[config.mk]
export PLATFORM = sky130hd
export DESIGN_NAME = tc_operand_collector_flat
export DESIGN_NICKNAME = d
export VERILOG_FILES = /design/src/rtl/tc_operand_collector_if.sv /design/src/rtl/tc_operand_collector.sv /design/src/flat_wrapper.sv
export SDC_FILE = /design/constraint.sdc
export NUM_CORES = 1
export LEC_CHECK = 0
export CORE_AREA = 5 5 338 340
export CTS_BUF_LIST = sky130_fd_sc_hd__clkbuf_8
export DETAILED_ROUTE_END_ITERATION = 12
export DIE_AREA = 0 0 343 345
export GPL_TIMING_DRIVEN = 0
export HOLD_SLACK_MARGIN = 0.05
export PLACE_DENSITY_LB_ADDON = 0.1
export SLEW_MARGIN = 20
export SYNTH_ARGS = -nofsm -noshare
export SYNTH_HDL_FRONTEND = slang
export SYNTH_SLANG_ARGS = --single-unit
[constraint.sdc]
create_clock -name clk -period 3.8 [get_ports clk]
set_clock_uncertainty 0.2 [all_clocks]
set_input_delay 0.76 -clock clk [delete_from_list [all_inputs] [get_ports clk]]
set_output_delay 0.76 -clock clk [all_outputs]
set_load 0.03 [all_outputs]
[src/rtl/tc_operand_collector_if.sv]
// ----------------------------------------------------------------------------
// tc_operand_collector_if
// Bundles every bus that the operand collector exchanges with its neighbours.
//   req_*        : MMA request handshake and base register rows (requester -> collector)
//   rf_rd_*      : single register-file read port (collector <-> register file)
//   tc_matrix_*  : packed 4x4 BF16 operand buses to the tensor core
//   tc_valid_in  : start pulse to the tensor core
//   tc_valid_out : completion pulse from the tensor core
//   done_*       : completion report with the request tag
// Modport slave is the collector's view; master is the surrounding system's.
// ----------------------------------------------------------------------------
interface tc_operand_collector_if #(
    parameter int ADDR_W = 5,
    parameter int TAG_W  = 4
);
    logic              req_valid;
    logic              req_ready;
    logic [ADDR_W-1:0] req_a_base;
    logic [ADDR_W-1:0] req_b_base;
    logic [ADDR_W-1:0] req_c_base;
    logic [TAG_W-1:0]  req_tag;
    logic              rf_rd_en;
    logic [ADDR_W-1:0] rf_rd_addr;
    logic [63:0]       rf_rd_data;
    logic [255:0]      tc_matrix_a;
    logic [255:0]      tc_matrix_b;
    logic [255:0]      tc_matrix_c;
    logic              tc_valid_in;
    logic              tc_valid_out;
    logic              done_valid;
    logic [TAG_W-1:0]  done_tag;

    modport slave (
        input  req_valid, req_a_base, req_b_base, req_c_base, req_tag,
        output req_ready,
        output rf_rd_en, rf_rd_addr,
        input  rf_rd_data,
        output tc_matrix_a, tc_matrix_b, tc_matrix_c, tc_valid_in,
        input  tc_valid_out,
        output done_valid, done_tag
    );

    modport master (
        output req_valid, req_a_base, req_b_base, req_c_base, req_tag,
        input  req_ready,
        input  rf_rd_en, rf_rd_addr,
        output rf_rd_data,
        input  tc_matrix_a, tc_matrix_b, tc_matrix_c, tc_valid_in,
        output tc_valid_out,
        input  done_valid, done_tag
    );
endinterface

[src/rtl/tc_operand_collector.sv]
// ----------------------------------------------------------------------------
// tc_operand_collector
// Accepts one MMA request (A/B/C base rows + tag), reads the 12 operand rows
// through one register-file read port, packs them into the 256-bit A/B/C
// buses, starts the tensor core with a one-cycle pulse and reports completion
// with the request tag once the core answers.
// Ports:
//   clk   : clock, rising edge
//   rst_n : asynchronous active-low reset
//   bus   : tc_operand_collector_if.slave (request, register-file port,
//           tensor-core operands/handshake, completion report)
// ----------------------------------------------------------------------------
module tc_operand_collector #(
    parameter int ADDR_W = 5,
    parameter int TAG_W  = 4
) (
    input  logic                    clk,
    input  logic                    rst_n,
    tc_operand_collector_if.slave   bus
);

    typedef enum logic [2:0] {
        IDLE = 3'd0,
        READ = 3'd1,
        CAPT = 3'd2,
        FIRE = 3'd3,
        WAIT = 3'd4
    } state_t;

    state_t            state_r;
    logic [ADDR_W-1:0] a_base_r;
    logic [ADDR_W-1:0] b_base_r;
    logic [ADDR_W-1:0] c_base_r;
    logic [TAG_W-1:0]  tag_r;
    logic [3:0]        cnt_r;
    logic              rd_en_r;
    logic [ADDR_W-1:0] rd_addr_r;
    // Read data returns one cycle after the strobe, so the capture side
    // works from a one-cycle delayed copy of the strobe and row counter.
    logic              cap_en_r;
    logic [3:0]        cap_cnt_r;
    logic [255:0]      mat_a_r;
    logic [255:0]      mat_b_r;
    logic [255:0]      mat_c_r;
    logic              valid_in_r;
    logic              done_valid_r;
    logic [TAG_W-1:0]  done_tag_r;

    logic [3:0]        next_cnt_s;
    logic [ADDR_W-1:0] next_base_s;
    logic [ADDR_W-1:0] next_addr_s;

    // Row address for the following READ cycle: group base plus row offset,
    // wrapping naturally at the address width.
    always_comb begin
        next_cnt_s  = cnt_r + 4'd1;
        next_base_s = c_base_r;
        case (next_cnt_s[3:2])
            2'd0:    next_base_s = a_base_r;
            2'd1:    next_base_s = b_base_r;
            2'd2:    next_base_s = c_base_r;
            default: next_base_s = c_base_r;
        endcase
        next_addr_s = next_base_s + ADDR_W'(next_cnt_s[1:0]);
    end

    // Main sequencer: request latch, read burst, row capture, start pulse,
    // completion wait.
    always_ff @(posedge clk or negedge rst_n) begin
        if (!rst_n) begin
            state_r      <= IDLE;
            a_base_r     <= '0;
            b_base_r     <= '0;
            c_base_r     <= '0;
            tag_r        <= '0;
            cnt_r        <= 4'd0;
            rd_en_r      <= 1'b0;
            rd_addr_r    <= '0;
            cap_en_r     <= 1'b0;
            cap_cnt_r    <= 4'd0;
            mat_a_r      <= 256'd0;
            mat_b_r      <= 256'd0;
            mat_c_r      <= 256'd0;
            valid_in_r   <= 1'b0;
            done_valid_r <= 1'b0;
            done_tag_r   <= '0;
        end else begin
            cap_en_r     <= rd_en_r;
            cap_cnt_r    <= cnt_r;
            valid_in_r   <= 1'b0;
            done_valid_r <= 1'b0;

            if (cap_en_r) begin
                case (cap_cnt_r[3:2])
                    2'd0:    mat_a_r[{cap_cnt_r[1:0], 6'd0} +: 64] <= bus.rf_rd_data;
                    2'd1:    mat_b_r[{cap_cnt_r[1:0], 6'd0} +: 64] <= bus.rf_rd_data;
                    2'd2:    mat_c_r[{cap_cnt_r[1:0], 6'd0} +: 64] <= bus.rf_rd_data;
                    default: mat_c_r <= mat_c_r;
                endcase
            end else begin
                mat_a_r <= mat_a_r;
            end

            case (state_r)
                IDLE: begin
                    if (bus.req_valid) begin
                        a_base_r  <= bus.req_a_base;
                        b_base_r  <= bus.req_b_base;
                        c_base_r  <= bus.req_c_base;
                        tag_r     <= bus.req_tag;
                        cnt_r     <= 4'd0;
                        rd_en_r   <= 1'b1;
                        rd_addr_r <= bus.req_a_base;
                        state_r   <= READ;
                    end else begin
                        state_r   <= IDLE;
                    end
                end
                READ: begin
                    cnt_r <= next_cnt_s;
                    if (cnt_r == 4'd11) begin
                        // Address register keeps its last value once the strobe drops.
                        rd_en_r <= 1'b0;
                        state_r <= CAPT;
                    end else begin
                        rd_addr_r <= next_addr_s;
                    end
                end
                CAPT: begin
                    valid_in_r <= 1'b1;
                    state_r    <= FIRE;
                end
                FIRE: begin
                    state_r <= WAIT;
                end
                WAIT: begin
                    if (bus.tc_valid_out) begin
                        done_valid_r <= 1'b1;
                        done_tag_r   <= tag_r;
                        state_r      <= IDLE;
                    end else begin
                        state_r      <= WAIT;
                    end
                end
                default: begin
                    rd_en_r <= 1'b0;
                    state_r <= IDLE;
                end
            endcase
        end
    end

    assign bus.req_ready   = (state_r == IDLE);
    assign bus.rf_rd_en    = rd_en_r;
    assign bus.rf_rd_addr  = rd_addr_r;
    assign bus.tc_matrix_a = mat_a_r;
    assign bus.tc_matrix_b = mat_b_r;
    assign bus.tc_matrix_c = mat_c_r;
    assign bus.tc_valid_in = valid_in_r;
    assign bus.done_valid  = done_valid_r;
    assign bus.done_tag    = done_tag_r;

endmodule

[src/flat_wrapper.sv]
// flat-port wrapper written by rule: the top's interface ports become plain ports
module tc_operand_collector_flat 
#(
    parameter int ADDR_W = 5,
    parameter int TAG_W  = 4
)
  (clk, rst_n, bus_req_valid, bus_req_a_base, bus_req_b_base, bus_req_c_base, bus_req_tag, bus_req_ready, bus_rf_rd_en, bus_rf_rd_addr, bus_rf_rd_data, bus_tc_matrix_a, bus_tc_matrix_b, bus_tc_matrix_c, bus_tc_valid_in, bus_tc_valid_out, bus_done_valid, bus_done_tag);
  tc_operand_collector_if #(.ADDR_W(ADDR_W), .TAG_W(TAG_W)) bus_i ();
  input  logic clk;
  input  logic rst_n;
  input wire logic [$bits(bus_i.req_valid)-1:0] bus_req_valid;
  input wire logic [$bits(bus_i.req_a_base)-1:0] bus_req_a_base;
  input wire logic [$bits(bus_i.req_b_base)-1:0] bus_req_b_base;
  input wire logic [$bits(bus_i.req_c_base)-1:0] bus_req_c_base;
  input wire logic [$bits(bus_i.req_tag)-1:0] bus_req_tag;
  output wire logic [$bits(bus_i.req_ready)-1:0] bus_req_ready;
  output wire logic [$bits(bus_i.rf_rd_en)-1:0] bus_rf_rd_en;
  output wire logic [$bits(bus_i.rf_rd_addr)-1:0] bus_rf_rd_addr;
  input wire logic [$bits(bus_i.rf_rd_data)-1:0] bus_rf_rd_data;
  output wire logic [$bits(bus_i.tc_matrix_a)-1:0] bus_tc_matrix_a;
  output wire logic [$bits(bus_i.tc_matrix_b)-1:0] bus_tc_matrix_b;
  output wire logic [$bits(bus_i.tc_matrix_c)-1:0] bus_tc_matrix_c;
  output wire logic [$bits(bus_i.tc_valid_in)-1:0] bus_tc_valid_in;
  input wire logic [$bits(bus_i.tc_valid_out)-1:0] bus_tc_valid_out;
  output wire logic [$bits(bus_i.done_valid)-1:0] bus_done_valid;
  output wire logic [$bits(bus_i.done_tag)-1:0] bus_done_tag;
  assign bus_i.req_valid = bus_req_valid;
  assign bus_i.req_a_base = bus_req_a_base;
  assign bus_i.req_b_base = bus_req_b_base;
  assign bus_i.req_c_base = bus_req_c_base;
  assign bus_i.req_tag = bus_req_tag;
  assign bus_req_ready = bus_i.req_ready;
  assign bus_rf_rd_en = bus_i.rf_rd_en;
  assign bus_rf_rd_addr = bus_i.rf_rd_addr;
  assign bus_i.rf_rd_data = bus_rf_rd_data;
  assign bus_tc_matrix_a = bus_i.tc_matrix_a;
  assign bus_tc_matrix_b = bus_i.tc_matrix_b;
  assign bus_tc_matrix_c = bus_i.tc_matrix_c;
  assign bus_tc_valid_in = bus_i.tc_valid_in;
  assign bus_i.tc_valid_out = bus_tc_valid_out;
  assign bus_done_valid = bus_i.done_valid;
  assign bus_done_tag = bus_i.done_tag;
  tc_operand_collector #(.ADDR_W(ADDR_W), .TAG_W(TAG_W)) u_core (.clk(clk), .rst_n(rst_n), .bus(bus_i));
endmodule
==> flow_summary.rst <==
.. list-table::
   :header-rows: 1

   * - Metric
     - Value
   * - Result of the run
     - complete, no violations
   * - Internal
     - 0.0251 W
   * - Distinct cells, synth
     - 43
   * - RSZ-0062 raised after global routing
     - false
   * - Number of max-capacitance violations reported
     - 0
   * - Synthesized net count
     - 2837
   * - Series of cell instances along the critical path
     - buf_4 -> nor3_1 -> clkdlybuf4s50_1
   * - Number of H-tree branching levels
     - 4
   * - Global routing usage summed across all routing layers
     - 0.253
   * - Final sum of negative setup slack
     - 0 ps
   * - Worst Max-Slew Pin Slew
     - 1010 ps
   * - Via density per instance
     - 4.87
   * - Switching share of power
     - 0.466
   * - RD Place Congestion
     - 0.821
   * - Core footprint
     - 111000 µm²
   * - Initial DRC count
     - 1698
   * - Share of layout cells above drive strength 1
     - 0.0644
   * - Post-CTS setup-driven buffer insertion count
     - 0
   * - Clk pwr share
     - 0.176
   * - Maximum number of buffers from clock root to sink
     - 3
   * - Count of state elements after synthesis
     - 811
   * - Dominant synthesized flop cell
     - sky130_fd_sc_hd__dfrtp_1
   * - Wire length of the first global-routing pass
     - 215000 µm
   * - Chip width
     - 343 µm
   * - Hold slack
     - 248 ps
   * - Average footprint of a synthesized cell
     - 10.9 µm²
   * - Effective utilization at floorplan
     - 0.268
   * - CTS Buf Count
     - 153
   * - Utilization of the core after routing
     - 0.392
   * - Chip height
     - 345 µm
   * - Worst Reg-to-Reg Cells
     - 7
   * - F_max
     - 0.296 GHz
   * - Tightest slew margin relative to the limit
     - 0.327
   * - Total half-perimeter wirelength after legalization and detailed placement
     - 113000 µm
   * - Data required time of the critical path
     - 2840 ps
   * - Count of placed standard cells including taps
     - 5118
   * - Capture instance of the worst register-to-register path
     - u_core.bus.tc_matrix_c[142]$_DFFE_PN0P_
   * - Highest net fanout along the worst path
     - 8
   * - NumNets Final
     - 3869
   * - Post-DR wirelength/cell
     - 28.5 µm
   * - Number of global-route vias before repair
     - 27300
   * - Kind of start point of the critical path
     - flip-flop
   * - Cell area power density
     - 1080 nW/µm²
   * - Static Leakage
     - 19.2 nW
   * - Register clock-pin slew on the reported worst setup and hold paths
     - 60 ps
   * - Path class of the lowest-slack min-delay path
     - flip-flop to flip-flop
   * - Arrival time of the worst setup path
     - 2420 ps
   * - Wire length after detailed routing
     - 153000 µm
   * - Most common library cell in the layout ignoring fill and taps
     - sky130_fd_sc_hd__clkdlybuf4s50_1
   * - Fraction of synthesis flops using an asynchronous set or reset pin
     - 1.00
   * - Most frequent cells in the layout
     - 866 x sky130_fd_sc_hd__clkdlybuf4s50_1, 848 x sky130_fd_sc_hd__nand2_1, 811 x sky130_fd_sc_hd__dfrtp_1, 551 x sky130_fd_sc_hd__o21ai_0, 192 x sky130_fd_sc_hd__a32o_1
   * - Total Die Area
     - 118000 µm²
   * - Fin crit share
     - 0.890
   * - Warnings, synthesis
     - 0
   * - Number of gates resized after cts
     - 0
   * - Initial antenna violation count
     - 11
   * - Reg-to-reg slack, setup
     - 440 ps
   * - Cells after Synth
     - 2742
   * - Kind of cell adding the most delay to the critical path
     - buffers and inverters
   * - Final count of hold timing violations
     - 0
   * - Final std cells w/o fill
     - 5389
   * - Net switching power of the design
     - 0.0219 W
   * - Num ports
     - 868
   * - Worst vdd ir
     - 452 µV
   * - Maximum number of pins on one net before global-route repair
     - 130
   * - Sequential fraction of the synthesis area
     - 0.680
   * - Proportion of power drawn by flip-flops and latches
     - 0.312
   * - Critical Path Sink Type
     - primary output
   * - Number of cells on the worst hold path
     - 0
   * - Critical Path Max Stage Delay
     - 810 ps
   * - Hold-fix buffer count after cts
     - 1
   * - Crit path kind
     - flip-flop to primary output
   * - Destination of the worst hold path
     - u_core.cap_en_r$_DFF_PN0_
   * - Number of detailed-route iterations in the first pass
     - 6
   * - Buffers on Ports
     - 867
   * - Syn-to-layout area delta
     - 46.1%
   * - # rows
     - 123
   * - Cell at the slowest stage of the critical path
     - sky130_fd_sc_hd__clkdlybuf4s50_1
   * - Number of remaining DRC errors
     - 0
   * - Clock tree from TritonCTS
     - built
   * - Worst-skew pair later-pin latency
     - 820 ps
   * - Number of clock sinks
     - 811
   * - CP Buf/Inv Count
     - 2
   * - Setup-failing EPs final
     - 0
   * - Root Driver
     - sky130_fd_sc_hd__clkbuf_8
   * - Max-slew violations
     - 0
   * - Grt ovf
     - 0
   * - Detailed-route via count
     - 26300
   * - Hold path startpoint
     - u_core.bus.rf_rd_en$_DFFE_PN0P_
   * - Worst reg2reg startpoint
     - u_core.cap_cnt_r[0]$_DFF_PN0_
   * - Mapped cell area
     - 29900 µm²
   * - Shortest period the worst path allows
     - 3380 ps
   * - Antenna-violating nets left
     - 0
   * - Post-synth EDFFs
     - 0
   * - Part of the total power dissipated in combinational logic
     - 0.512
sequential cells by signal, summed over array words and instances (netlist names):
register,count
u_core.bus.tc_matrix_a,256
u_core.tag_r,4
u_core.cap_en_r,1
u_core.c_base_r,5
u_core.bus.tc_matrix_b,256
u_core.state_r,3
u_core.a_base_r,5
u_core.bus.done_tag,4
u_core.bus.rf_rd_en,1
u_core.bus.rf_rd_addr,5
u_core.b_base_r,5
u_core.cnt_r,4
u_core.bus.done_valid,1
u_core.bus.tc_matrix_c,256
u_core.bus.tc_valid_in,1
u_core.cap_cnt_r,4
cell usage after synthesis (2+ instances only):
master / count / share of area
sky130_fd_sc_hd__xnor2_1: 4 / 0.0012
sky130_fd_sc_hd__buf_1: 20 / 0.0025
sky130_fd_sc_hd__a21oi_1: 4 / 0.00067
sky130_fd_sc_hd__a32o_1: 192 / 0.064
sky130_fd_sc_hd__nand2_1: 850 / 0.11
sky130_fd_sc_hd__nor2_1: 10 / 0.0013
sky130_fd_sc_hd__ha_1: 7 / 0.0029
sky130_fd_sc_hd__o21ai_0: 551 / 0.092
sky130_fd_sc_hd__inv_1: 7 / 0.00088
sky130_fd_sc_hd__nor3b_2: 2 / 0.00084
sky130_fd_sc_hd__mux2i_1: 7 / 0.0023
sky130_fd_sc_hd__nor2b_1: 2 / 0.00042
sky130_fd_sc_hd__and3_1: 2 / 0.00042
sky130_fd_sc_hd__and2b_2: 2 / 0.00059
sky130_fd_sc_hd__nor3_1: 4 / 0.00067
sky130_fd_sc_hd__clkbuf_1: 183 / 0.023
sky130_fd_sc_hd__nor3b_1: 3 / 0.00075
sky130_fd_sc_hd__nand3_1: 7 / 0.0012
sky130_fd_sc_hd__buf_6: 2 / 0.00075
sky130_fd_sc_hd__mux2_2: 4 / 0.0015
sky130_fd_sc_hd__o21ai_1: 37 / 0.0062
sky130_fd_sc_hd__dfrtp_1: 811 / 0.68
sky130_fd_sc_hd__buf_2: 11 / 0.0018
worst max-delay path by stage:
stage,from,end,slack [ps],cells past startpoint
after floorplan,u_core.cnt_r[0]$_DFFE_PN0P_,u_core.bus.rf_rd_addr[4]$_DFFE_PN0P_,960,11
after global placement,rst_n,u_core.bus.tc_matrix_a[160]$_DFFE_PN0P_,-38310,1
after detailed placement,rst_n,u_core.bus.tc_matrix_a[177]$_DFFE_PN0P_,310,5
after CTS,u_core.state_r[0]$_DFFE_PN0N_,bus_req_ready,290,3
after global routing,u_core.state_r[0]$_DFFE_PN0N_,bus_req_ready,260,3
final,u_core.state_r[0]$_DFFE_PN0N_,bus_req_ready,420,3
worst register-to-register path, cell delays in order, from the launching register on:
cell and delay [ps]:
sky130_fd_sc_hd__dfrtp_1 440, sky130_fd_sc_hd__inv_1 140, sky130_fd_sc_hd__ha_1 400, sky130_fd_sc_hd__nor3b_1 190
sky130_fd_sc_hd__buf_2 640, sky130_fd_sc_hd__buf_1 670, sky130_fd_sc_hd__nand2_1 340, sky130_fd_sc_hd__o21ai_0 240
kinds of logic (layout without fill, tap and decap cells):
family | Yosys count | in the layout | share of synthesized area
multiplexers | 11 | 11 | 0.00386
other | 0 | 6 | 0
flip-flops | 811 | 811 | 0.680
adder cells (fa/ha/maj) | 8 | 8 | 0.00360
AO/OA/AOI/OAI | 793 | 793 | 0.167
buffers and inverters | 224 | 1365 | 0.0293
AND/OR/NAND/NOR | 889 | 889 | 0.115
XOR/XNOR | 6 | 6 | 0.00201
per-layer routing:
metal	vias to the layer above	wire length, µm	global-route usage
met5	-	0	0
met4	0	5300	0.0888
met3	212	13300	0.0892
met2	986	72900	0.415
met1	13500	61900	0.308
li1	11600	-	-
through the flow:
| stage | area [µm²] | worst slack [ps] | total power [W] |
|---|---|---|---|
| 4_1_cts | 43600 | 291 | 0.0476 |
| 3_3_place_gp | 40400 | -38310 | 0.0391 |
| 3_5_place_dp | 40700 | 314 | 0.0391 |
| 2_1_floorplan | 29900 | 959 | 0.0265 |
| 6_report | 43600 | 419 | 0.0470 |
| 5_1_grt | 43600 | 261 | 0.0494 |
power by group through the flow:
stage / sequential (W) / clock, W / combinational, W
2_1_floorplan: 0.0216 / 0 / 0.00494
3_3_place_gp: 0.0149 / 0 / 0.0242
3_5_place_dp: 0.0148 / 0 / 0.0243
4_1_cts: 0.0147 / 0.00850 / 0.0244
5_1_grt: 0.0151 / 0.00886 / 0.0254
6_report: 0.0147 / 0.00827 / 0.0241
cell type report:
| cell class | instances | area (µm²) |
|---|---|---|
| timing repair buffer | 877 | 8950 |
| tap | 1500 | 1880 |
| antenna | 6 | 15.0 |
| clock buffer | 181 | 2490 |
| fill | 11300 | 67700 |
| inverter | 7 | 26.3 |
| multi-input combinational | 1707 | 8700 |
| sequential | 811 | 20300 |
| clock inverter | 83 | 393 |
| buffer | 217 | 861 |
Note: power is estimated with default switching activity, not from simulation.
